===== src/rtl/load_store_unit.sv =====
// Load/store unit between the execute stage and a whole-word synchronous data memory.
// Computes EA = base + offset, checks size/alignment/range, performs byte/half/word
// loads with sign or zero extension, and does sub-word stores as read-modify-write.
// One request at a time: valid/ready handshake in, single-cycle response pulse out.
module load_store_unit #(
   parameter int XLEN    = 32,
   parameter int MEM_AW  = 16,
   parameter int MEM_LAT = 1
) (
   input  logic              clk,
   input  logic              rst_n,
   input  logic              req_valid,
   output logic              req_ready,
   input  logic              req_store,
   input  logic [1:0]        req_size,
   input  logic              req_unsigned,
   input  logic [XLEN-1:0]   base,
   input  logic [XLEN-1:0]   offset,
   input  logic [XLEN-1:0]   wdata,
   output logic              resp_valid,
   output logic [XLEN-1:0]   resp_data,
   output logic              resp_err,
   output logic [MEM_AW-1:0] mem_addr,
   output logic              mem_we,
   output logic [XLEN-1:0]   mem_wdata,
   input  logic [XLEN-1:0]   mem_rdata
);

   // Byte-address width of the legal memory window; EA bits above it must be zero.
   localparam int EAW = MEM_AW + 2;
   localparam int CW  = (MEM_LAT > 1) ? $clog2(MEM_LAT) : 1;

   localparam logic [1:0] SZ_B = 2'b00;
   localparam logic [1:0] SZ_H = 2'b01;
   localparam logic [1:0] SZ_W = 2'b10;

   typedef enum logic [2:0] {
      S_IDLE,
      S_RD,
      S_WAIT,
      S_WR,
      S_RESP
   } state_t;

   state_t          state_q, state_d;
   logic            ready_q, ready_d;
   logic            store_q, store_d;
   logic [1:0]      size_q, size_d;
   logic            uns_q, uns_d;
   logic [EAW-1:0]  ea_q, ea_d;
   logic [XLEN-1:0] wdata_q, wdata_d;
   logic [XLEN-1:0] rdata_q, rdata_d;
   logic [XLEN-1:0] resp_data_q, resp_data_d;
   logic            resp_err_q, resp_err_d;
   logic [CW-1:0]   cnt_q, cnt_d;

   logic [XLEN-1:0] ea_sum;
   logic            acc_err;
   logic [7:0]      byte_sel;
   logic [15:0]     half_sel;
   logic [XLEN-1:0] load_val;
   logic [XLEN-1:0] merged;

   // Effective address of the offered request and whether it is an illegal access
   always_comb begin
      ea_sum  = base + offset;
      acc_err = (req_size == 2'b11)
             || ((req_size == SZ_H) && ea_sum[0])
             || ((req_size == SZ_W) && (ea_sum[1:0] != 2'b00))
             || ((ea_sum >> EAW) != '0);
   end

   // Little-endian lane extraction from the returning memory word, then extension
   always_comb begin
      byte_sel = 8'(mem_rdata >> {ea_q[1:0], 3'b000});
      half_sel = 16'(mem_rdata >> {ea_q[1], 4'b0000});
      case (size_q)
         SZ_B:    load_val = uns_q ? {{(XLEN-8){1'b0}}, byte_sel}
                                   : {{(XLEN-8){byte_sel[7]}}, byte_sel};
         SZ_H:    load_val = uns_q ? {{(XLEN-16){1'b0}}, half_sel}
                                   : {{(XLEN-16){half_sel[15]}}, half_sel};
         default: load_val = mem_rdata;
      endcase
   end

   // Store merge: each byte lane takes new data when addressed, else keeps the read word.
   // A word store addresses every lane, so rdata_q is irrelevant on that path.
   for (genvar gi = 0; gi < XLEN/8; gi++) begin : g_lane
      localparam logic [1:0] LANE = 2'(gi);
      logic       lane_sel;
      logic [7:0] lane_src;
      assign lane_sel = (size_q == SZ_W)
                     || ((size_q == SZ_H) && (ea_q[1] == LANE[1]))
                     || ((size_q == SZ_B) && (ea_q[1:0] == LANE));
      assign lane_src = (size_q == SZ_W) ? wdata_q[8*gi +: 8]
                      : (size_q == SZ_H) ? wdata_q[8*(gi%2) +: 8]
                      : wdata_q[7:0];
      assign merged[8*gi +: 8] = lane_sel ? lane_src : rdata_q[8*gi +: 8];
   end

   // Next-state logic: request capture, read-latency countdown, response formation
   always_comb begin
      state_d     = state_q;
      ready_d     = 1'b1;
      store_d     = store_q;
      size_d      = size_q;
      uns_d       = uns_q;
      ea_d        = ea_q;
      wdata_d     = wdata_q;
      rdata_d     = rdata_q;
      resp_data_d = resp_data_q;
      resp_err_d  = resp_err_q;
      cnt_d       = cnt_q;
      case (state_q)
         S_IDLE: begin
            if (req_valid && ready_q) begin
               store_d = req_store;
               size_d  = req_size;
               uns_d   = req_unsigned;
               ea_d    = ea_sum[EAW-1:0];
               wdata_d = wdata;
               if (acc_err) begin
                  state_d     = S_RESP;
                  resp_err_d  = 1'b1;
                  resp_data_d = '0;
               end else if (req_store && (req_size == SZ_W)) begin
                  state_d = S_WR;
               end else begin
                  state_d = S_RD;
               end
            end
         end
         S_RD: begin
            state_d = S_WAIT;
            cnt_d   = CW'(MEM_LAT - 1);
         end
         S_WAIT: begin
            if (cnt_q == '0) begin
               rdata_d = mem_rdata;
               if (store_q) begin
                  state_d = S_WR;
               end else begin
                  state_d     = S_RESP;
                  resp_data_d = load_val;
                  resp_err_d  = 1'b0;
               end
            end else begin
               cnt_d = cnt_q - CW'(1);
            end
         end
         S_WR: begin
            state_d     = S_RESP;
            resp_data_d = '0;
            resp_err_d  = 1'b0;
         end
         S_RESP:  state_d = S_IDLE;
         default: state_d = S_IDLE;
      endcase
   end

   // State and datapath registers; reset clears everything visible at the ports
   always_ff @(posedge clk or negedge rst_n) begin
      if (!rst_n) begin
         state_q     <= S_IDLE;
         ready_q     <= 1'b0;
         store_q     <= 1'b0;
         size_q      <= 2'b00;
         uns_q       <= 1'b0;
         ea_q        <= '0;
         wdata_q     <= '0;
         rdata_q     <= '0;
         resp_data_q <= '0;
         resp_err_q  <= 1'b0;
         cnt_q       <= '0;
      end else begin
         state_q     <= state_d;
         ready_q     <= ready_d;
         store_q     <= store_d;
         size_q      <= size_d;
         uns_q       <= uns_d;
         ea_q        <= ea_d;
         wdata_q     <= wdata_d;
         rdata_q     <= rdata_d;
         resp_data_q <= resp_data_d;
         resp_err_q  <= resp_err_d;
         cnt_q       <= cnt_d;
      end
   end

   // ready_q keeps req_ready low during reset and lets it rise on the first edge after
   assign req_ready  = ready_q && (state_q == S_IDLE);
   assign resp_valid = (state_q == S_RESP);
   assign resp_data  = resp_data_q;
   assign resp_err   = resp_err_q;
   assign mem_addr   = ea_q[EAW-1:2];
   assign mem_we     = (state_q == S_WR);
   assign mem_wdata  = merged;

endmodule

===== config.mk =====
export PLATFORM = sky130hd
export DESIGN_NAME = load_store_unit
export DESIGN_NICKNAME = d
export VERILOG_FILES = /design/src/rtl/load_store_unit.sv
export SDC_FILE = /design/constraint.sdc
export NUM_CORES = 1
export LEC_CHECK = 0
export BUFFER_PORTS_ARGS = -buffer_cell sky130_fd_sc_hd__buf_2
export CORE_UTILIZATION = 54
export CTS_CLUSTER_SIZE = 12
export DETAILED_ROUTE_END_ITERATION = 10
export GPL_TIMING_DRIVEN = 0
export PLACE_DENSITY = 0.82
export SLEW_MARGIN = 20
export SYNTH_ARGS = -nofsm -noshare
export SYNTH_HDL_FRONTEND = slang
export SYNTH_SLANG_ARGS = --single-unit

===== constraint.sdc =====
create_clock -name clk -period 4.3 [get_ports clk]
set_input_delay 0.215 -clock clk [delete_from_list [all_inputs] [get_ports clk]]
set_output_delay 0.215 -clock clk [all_outputs]
set_load 0.02 [all_outputs]

# ---- Word level (Yosys, flattened, before mapping)
# Cells that the tools add are included.
dict set report word_totals {
  ff_bits 124
  in_bits 135
  out_inout_bits 84
  word_cells 93
}
dict set report classes {
  n_addsub 2
  n_eq_ne 16
  shift 2
  mux 29
  bitwise 2
  n_reduce_logical 31
}
# operator n
set op_table {}
lappend op_table {{$mux W32} 6}
lappend op_table {{$pmux W32 S3} 1}
lappend op_table {{$mux W8} 8}
lappend op_table {{$pmux W32 S2} 1}
lappend op_table {{$add A32 B32 Y32} 1}
lappend op_table {{$reduce_bool A32 Y1} 1}
lappend op_table {{$shr A32 B5 Y16} 1}
lappend op_table {{$shr A32 B5 Y8} 1}
lappend op_table {{$mux W3} 4}
lappend op_table {{$pmux W3 S4} 1}
lappend op_table {{$logic_and A1 B1 Y1} 11}
lappend op_table {{$eq A2 B2 Y1 const B} 5}
lappend op_table {{$logic_or A1 B1 Y1} 9}
lappend op_table {{$ne A2 B2 Y1 const B} 4}
lappend op_table {{$eq A2 B1 Y1 const B} 3}
lappend op_table {{$eq A3 B2 Y1 const B} 2}
lappend op_table {{$reduce_and A2 Y1} 3}
lappend op_table {{$mux W1} 5}
lappend op_table {{$reduce_and A5 Y1} 1}
lappend op_table {{$logic_not A2 Y1} 2}
lappend op_table {{$reduce_bool A2 Y1} 2}
lappend op_table {{$eq A3 B1 Y1 const B} 1}
lappend op_table {{$eq A3 B3 Y1 const B} 1}
lappend op_table {{$logic_not A3 Y1} 1}
lappend op_table {{6 further kinds} 7}

# ---- Logic depth before layout (Yosys ltp)
# Gate-level depths: netlist of run 1.
dict set report depth {
  word_depth 8
  mapped_depth 13
}

# ---- Worst setup path after synthesis of run 1
# No wires, ideal clock.
dict set report synth_path {
  path_kind {in2reg}
  startpoint {input port offset[0]}
  endpoint {register resp_data_q[10], in the netlist resp_data[10]}
  t_arrival_ps 3573
  t_required_ps 4172
  setup_slack_ps 599
  cell_stages 13
  path_buffers 1
  cell_sequence {ha_1 inv_1 fa_1 nand2b_1 a21o_1 a2111oi_2 o21ai_1 mux2i_1 or4_1 or4_4 o21ai_4 buf_6 mux2_1}
}
dict set report synth_via {
  elab_chain_len 7
}
# item line_no
set synth_lines {}
lappend synth_lines {{start, declared} 18} ;# input logic [XLEN-1:0] offset,
lappend synth_lines {{$add A32 B32 Y32 *} 66} ;# ea_sum = base + offset;
lappend synth_lines {{branches (longest 3 deep; another with $reduce_bool A32 Y1)} n/a}
lappend synth_lines {{$logic_or A1 B1 Y1 *} 70} ;# || ((ea_sum >> EAW) != '0);
lappend synth_lines {{$ne A2 B2 Y1 (no line) *} n/a}
lappend synth_lines {{$reduce_and A5 Y1 (no line) *} n/a}
lappend synth_lines {{end signal, assigned} 184} ;# resp_data_q <= resp_data_d;
lappend synth_lines {{end, declared} 53} ;# logic [XLEN-1:0] resp_data_q, resp_data_d;
# Mark *: on every way between the ends.
# A chain may end at the register's enable or synchronous reset.

# ---- Worst setup path in the final report of run 1
dict set report layout_path {
  startpoint {input port offset[0]}
  endpoint {register resp_data_q[25], in the netlist resp_data[25]}
}
# The elaborated chain is that of the path after synthesis.

==> results of run 1 <==
==> flip-flops by register name, summed over array words and instances (netlist names) <==
signal,count
wdata_q,32
state_q,3
ready_q,1
resp_err,1
uns_q,1
rdata_q,32
resp_data,32
size_q,2
store_q,1
ea_q,18
==> cells in the mapped netlist, drive strengths merged, types with 2 or more instances <==
cell type / n / area (sq um)
xor2: 11 / 96.3
nor2b: 6 / 37.5
o21ai: 76 / 392
xnor2: 10 / 87.6
a221o: 8 / 80.1
or4: 5 / 45.0
o22ai: 6 / 37.5
nand3: 14 / 70.1
buf: 23 / 174
and2: 4 / 25.0
o21bai: 2 / 15.0
nor2: 47 / 176
and3: 3 / 18.8
nand4b: 3 / 26.3
mux2i: 18 / 180
a211oi: 14 / 105
a21o: 16 / 120
a31oi: 19 / 119
nor3: 9 / 45.0
ha: 31 / 388
o21a: 7 / 52.6
inv: 29 / 109
a22oi: 8 / 60.1
nand2b: 9 / 56.3
nand2: 196 / 736
and3b: 2 / 17.5
mux2: 73 / 822
dfrtp: 123 / 3080
nand4: 8 / 56.3
clkbuf: 43 / 161
or3: 5 / 31.3
a21oi: 59 / 299
a31o: 2 / 17.5
o211ai: 9 / 67.6
==> cell families (layout without fill, tap and decap cells) <==
kind of cell             Yosys count  count (layout)  share of synthesized area, %
multiplexers                      92              92                          12.8
flip-flops                       123             123                          38.5
buffers and inverters             95             367                          5.56
XOR/XNOR                          21              21                          2.30
other                              1               3                        0.0469
AND/OR/NAND/NOR                  315             315                          17.2
AO/OA/AOI/OAI                    238             238                          18.5
adder cells (fa/ha/maj)           32              32                          5.10
==> path summary, 6_finish.rpt <==
check	to	slack, ns	from	cells past startpoint
hold / removal	wdata_q[14]$_DFFE_PN0P_	-0.003	wdata[14]	3
max in group asynchronous	resp_data[28]$_DFFE_PN0P_	3.24	rst_n	3
setup reg to reg	resp_data[25]$_DFFE_PN0P_	0.70	state_q[2]$_DFFE_PN0N_	10
min in group asynchronous	wdata_q[18]$_DFFE_PN0P_	0.33	rst_n	2
hold reg to reg	resp_data[4]$_DFFE_PN0P_	0.47	resp_data[4]$_DFFE_PN0P_	1
setup / recovery	resp_data[25]$_DFFE_PN0P_	0.32	offset[0]	14
==> layout make-up <==
type,instances,area share [%]
Timing Repair Buffer,240,13.1
Sequential cell,123,30.2
Antenna cell,2,0.0491
Buffer,66,3.29
Inverter,29,1.07
Clock inverter,14,1.93
Clock buffer,18,4.21
Multi-Input combinational cell,699,43.9
Tap cell,184,2.26
==> through the flow <==
step | setup TNS [ns] | instances
3_5_place_dp | -0.350 | 1320
4_1_cts | 0 | 1373
2_1_floorplan | 0 | 917
6_report | 0 | 1375
3_3_place_gp | 0 | 1319
5_1_grt | 0 | 1373
==> power breakdown <==
group / switching, mW / leakage [nW] / internal, mW
Sequential: 0.0743 / 1.63 / 1.25
Combinational: 0.753 / 3.37 / 0.470
Clock: 0.544 / 0.296 / 0.971
Total: 1.37 / 5.29 / 2.69
==> worst max-delay path, delay by kind of cell <==
family          cells  cell delay [ns]
fa+ha+maj           2             0.54
simple gates        3             1.24
mux                 2             0.50
buf+inv             3             0.36
compound gates      4             1.42
==> cell usage in the layout, fill, tap and decap left out, types with 16 or more instances in the layout <==
cell,count
ha_1,31
buf_4,16
a21o_1,16
mux2_1,25
clkbuf_1,44
mux2i_1,18
nand2_1,196
mux2_2,48
buf_2,221
o21ai_0,68
dlygate4sd3_1,21
nor2_1,47
dfrtp_1,123
a21oi_1,58
clkbuf_16,17
inv_1,28
a31oi_1,19
==> timing repair <==
action / CTS / global route
resized for setup: 0 / 0
endpoints found under the setup margin: 0 / 0
hold buffers: 21 / 0
hold endpoints to repair: 81 / 0
==> routing by layer <==
metal | track usage (%) | vias to the layer above | wire, um
met2 | 53.8 | 429 | 11500
met4 | 16.7 | 2 | 1150
met5 | 0 | - | 8
met1 | 37.6 | 3773 | 9440
li1 | - | 3767 | -
met3 | 8.29 | 105 | 2070
==> impl_metrics.ini, run 1 <==
[sta]
min_period_ns = 3.98
finalCritPeriodShare_pct = 92.5
drv_slew = 0
rsz0062_at_grt = no
hold_ws_ns = -0.00340
hold_viol = 3
finalSetupViolCount = 0
max_slew_margin_pct = 38.5
max_freq_mhz = 251
worst_pin_slew_ns = 0.916
skew_ns = 0.00544
timing.final.ws_setup_ns = 0.321

[placement]
placed_cell_area_sq_mm = 0.00935
place_ws_ns = -0.0470
place.gp.congestion = 0.937
dp_hpwl_mm = 18.2
io_buffers = 218

[synthesis]
ys_warn_count = 0
syn_inst = 917
ys_ff_latch = 123
yosysSeqAreaShare_pct = 38.5
synthFlopType = dfrtp_1
synthesis.nets = 1084
ys_types = 62
syn_avg_cell_area_sq_um = 8.71
ys_async_sr_fraction_pct = 100
synth-edff-count = 0
netlist_area_sq_mm = 0.00799

[global_routing]
grt_max_degree = 63
antenna_found_initial = 2
grt_pass1_vias = 7758
grtUsageTotal_pct = 32.0
overflow = 0
grt_pass1_wl_mm = 37.3

[finish]
final_net_count = 1343
syn_to_final_growth_pct = 27.5
seq_area_sq_mm = 0.00308
num-fill-cells = 1139
fin_util_pct = 70.4
multiInputGateArea_sq_mm = 0.00447
finalInstanceArea_sq_mm = 0.0102
drive_gt1_share_pct = 27.8

[pwr]
total_power_mw = 4.06
ir_worst_vdd_uv = 292
power_density_mw_per_mm2 = 399
leakagePower_nw = 5.29

[clock_network]
tritoncts = yes
path_clk_slew_ns = 0.06
clk_path_buf_depth = 2
cts_sinks = 123
cts_max_level = 4
clk-insertion-delay-late_ns = 0.42
root_buffer = clkbuf_16
post_cts_buffers = 0
cts_buffers = 17

[critical_path]
max_stage_delay_ns = 0.70
worst_ep_required_time_ns = 4.59
worstPathMaxFanout = 10
arrival_ns = 4.27
crit_path_start_kind = primary input
slowest_stage = a2111oi_2
critical_path_class = primary input to register
cp_cell_sequence = buf_2 > ha_1 > inv_1 > fa_1 > nand2b_1 > a21o_1 > a2111oi_2 > o21ai_1 > mux2i_1 > or4_1 > or4_4 > o21ai_4 > buf_6 > mux2_1
endpoint_kind = register

[floorplanning]
die-area_sq_mm = 0.0153
die_x_um = 124
num_rows = 44
core_sq_mm = 0.0145
fp.dieH_um = 124
initial_core_util_pct = 55.2
pin_count = 219

[status]
status = complete, but fails checks
violations = hold timing

[detailed_routing]
routed-via-count = 8076
drc = 0
viasPerCell = 5.87
drt-total-wl_mm = 24.1
wire_per_inst_um = 17.5
drt_iter0_markers = 580
first_pass_iters = 5
ant_nets = 0

[flow_run]
maxCapViolCount = 0

[worst_hold_path]
hp-class = primary input to register
No activity file was read; power rests on OpenSTA's default activity.
==> inputs of run 2 (changes only) <==
--- a/config.mk
+++ b/config.mk
@@ -6,11 +6,11 @@
 export NUM_CORES = 1
 export LEC_CHECK = 0
 export BUFFER_PORTS_ARGS = -buffer_cell sky130_fd_sc_hd__buf_2
-export CORE_UTILIZATION = 54
+export CORE_UTILIZATION = 48
 export CTS_CLUSTER_SIZE = 12
 export DETAILED_ROUTE_END_ITERATION = 10
 export GPL_TIMING_DRIVEN = 0
-export PLACE_DENSITY = 0.82
+export PLACE_DENSITY = 0.77
 export SLEW_MARGIN = 20
 export SYNTH_ARGS = -nofsm -noshare
 export SYNTH_HDL_FRONTEND = slang
==> constraint.sdc (replaced) <==
create_clock -name clk -period 3.3 [get_ports clk]
set_input_delay 0.165 -clock clk [delete_from_list [all_inputs] [get_ports clk]]
set_output_delay 0.165 -clock clk [all_outputs]
set_load 0.02 [all_outputs]
==> impl_metrics.ini, run 2 (same netlist as run 1, synthesis figures left out) <==
[pwr]
pwr-share-seq_pct = 33.9
p_comb_share_pct = 33.0
leakagePower_nw = 5.47
ir_worst_vdd_uv = 362
power_density_mw_per_mm2 = 477
swShare_pct = 36.0
pwr-share-clk_pct = 33.1
p_int_mw = 3.26
total_power_mw = 5.09
switchingPower_mw = 1.83

[global_routing]
overflow = 0
grt_pass1_wl_mm = 39.3
antenna_found_initial = 2
grtUsageTotal_pct = 30.3
grt_max_degree = 70
grt_pass1_vias = 7791

[detailed_routing]
viasPerCell = 5.70
drc = 0
drt_iter0_markers = 667
routed-via-count = 8139
drt-total-wl_mm = 25.7
wire_per_inst_um = 18.0
ant_nets = 0
first_pass_iters = 7

[floorplanning]
pin_count = 219
fp.dieH_um = 131
die-area_sq_mm = 0.0172
initial_core_util_pct = 49.8
die_x_um = 131
core_sq_mm = 0.0161
num_rows = 46

[critical_path]
crit_path_start_kind = primary input
worst_ep_required_time_ns = 3.60
r2r-start = state_q[0]$_DFFE_PN0N_
endpoint_kind = register
arrival_ns = 3.60
ff2ff_setup_slack_ns = 0.07
worstPathMaxFanout = 8
critical_path_class = primary input to register
r2r-end = resp_data[29]$_DFFE_PN0P_
r2r_cells = 11

[sta]
hold_ws_ns = 0.0104
max_freq_mhz = 303
min_period_ns = 3.30
skew_ns = 0.00680
timing.final.ws_setup_ns = -0.00328
finalSetupViolCount = 2
finalCritPeriodShare_pct = 100
drv_slew = 0
rsz0062_at_grt = yes
max_slew_margin_pct = 48.8
worst_pin_slew_ns = 0.762
hold_viol = 0

[finish]
drive_gt1_share_pct = 31.6
final_net_count = 1365
antenna_cells = 0
syn_to_final_growth_pct = 33.6
fin_util_pct = 66.5
final_common_cell = buf_2
mostFrequentLayoutCells = 215 x buf_2, 195 x nand2_1, 122 x dfrtp_1
multiInputGateArea_sq_mm = 0.00469
num-fill-cells = 1272
seq_area_sq_mm = 0.00308

[clock_network]
cts_sinks = 123
path_clk_slew_ns = 0.06
cts_max_level = 4
cts_buffers = 17
root_buffer = clkbuf_16
clk_path_buf_depth = 2
clk-insertion-delay-late_ns = 0.42
tritoncts = yes

[placement]
place.gp.congestion = 0.924
io_buffers = 218
dp_hpwl_mm = 18.9

[flow_run]
maxCapViolCount = 0

[worst_hold_path]
min_path_cells = 2
hp-class = primary input to register
worstHoldEndpoint = rdata_q[3]$_DFFE_PN0P_
hp-start = mem_rdata[3]

[status]
status = complete, but fails checks
violations = setup timing
## run 2: cell count changes in the layout (fill, tap and decap cells not counted), moves of 4 or more
cell	previous run	this run
mux2_1	25	4
buf_2	221	215
bufinv_16	4	0
clkbuf_1	44	40
mux2_4	0	21
dlygate4sd3_1	21	36
buf_4	16	23
## run 2: how the worst max path moves through the flow
stage / end / slack [ns] / from
after global routing: resp_data[29]$_DFFE_PN0P_ / -0.06 / offset[0]
final: resp_data[29]$_DFFE_PN0P_ / -0.003 / offset[26]
after CTS: resp_data[31]$_DFFE_PN0P_ / -0.03 / state_q[2]$_DFFE_PN0N_
after detailed placement: resp_data[31]$_DFFE_PN0P_ / -0.57 / offset[0]
after global placement: resp_err$_DFFE_PN0P_ / -0.53 / offset[0]
after floorplan: resp_data[10]$_DFFE_PN0P_ / -0.06 / offset[0]
## run 2: power groups by stage
| stage | combinational (mW) | sequential [mW] | clock [mW] |
|---|---|---|---|
| 2_1_floorplan | 1.07 | 1.71 | 0 |
| 4_1_cts | 1.63 | 1.72 | 1.69 |
| 5_1_grt | 1.82 | 1.73 | 1.77 |
| 3_3_place_gp | 1.54 | 1.74 | 0 |
| 6_report | 1.68 | 1.72 | 1.68 |
| 3_5_place_dp | 1.57 | 1.74 | 0 |
## run 2: per-layer routing
layer / track usage [%] / up-vias / routed length, um
li1: - / 3795 / -
met1: 37.5 / 3815 / 10300
met2: 50.2 / 433 / 12300
met3: 6.15 / 94 / 2050
met4: 15.8 / 2 / 1100
met5: 0 / - / 11
## run 2: timing repair
action,CTS,global route
buffers inserted,4,3
pin swaps,3,5
cloned,1,1
setup endpoints to repair,25,32
hold buffers,36,0
endpoints found under the hold margin,89,0
resized for setup,8,18
## run 2: through the flow
stage          std cells  setup TNS, ns  area, sq um  worst slack, ns
3_3_place_gp        1351         -14.74         9520           -0.530
3_5_place_dp        1352         -15.71         9550           -0.572
5_1_grt             1427         -0.723        10700          -0.0607
4_1_cts             1425         -0.219        10600          -0.0332
2_1_floorplan        917          -1.14         8160          -0.0604
6_report            1427       -0.00350        10700         -0.00328
## run 2: worst max-delay path, cell delays in order
cell and delay [ns]:
buf_2 0.10, ha_1 0.39, a21oi_1 0.32, nor2_1 0.07, a211oi_1 0.33, o22ai_1 0.15
or3_1 0.33, or4_1 0.51, or4_4 0.45, o21ai_4 0.16, buf_12 0.16, clkbuf_16 0.15
mux2_1 0.31
## run 2: area by class of cell
type / count / area share (%)
inverters: 29 / 1.02
clock buffers: 17 / 3.99
plain buffers: 64 / 3.46
multi-input cells: 699 / 43.9
flip-flops and latches: 123 / 28.9
clock inverters: 15 / 1.10
repair buffers: 264 / 15.1
well taps: 216 / 2.53
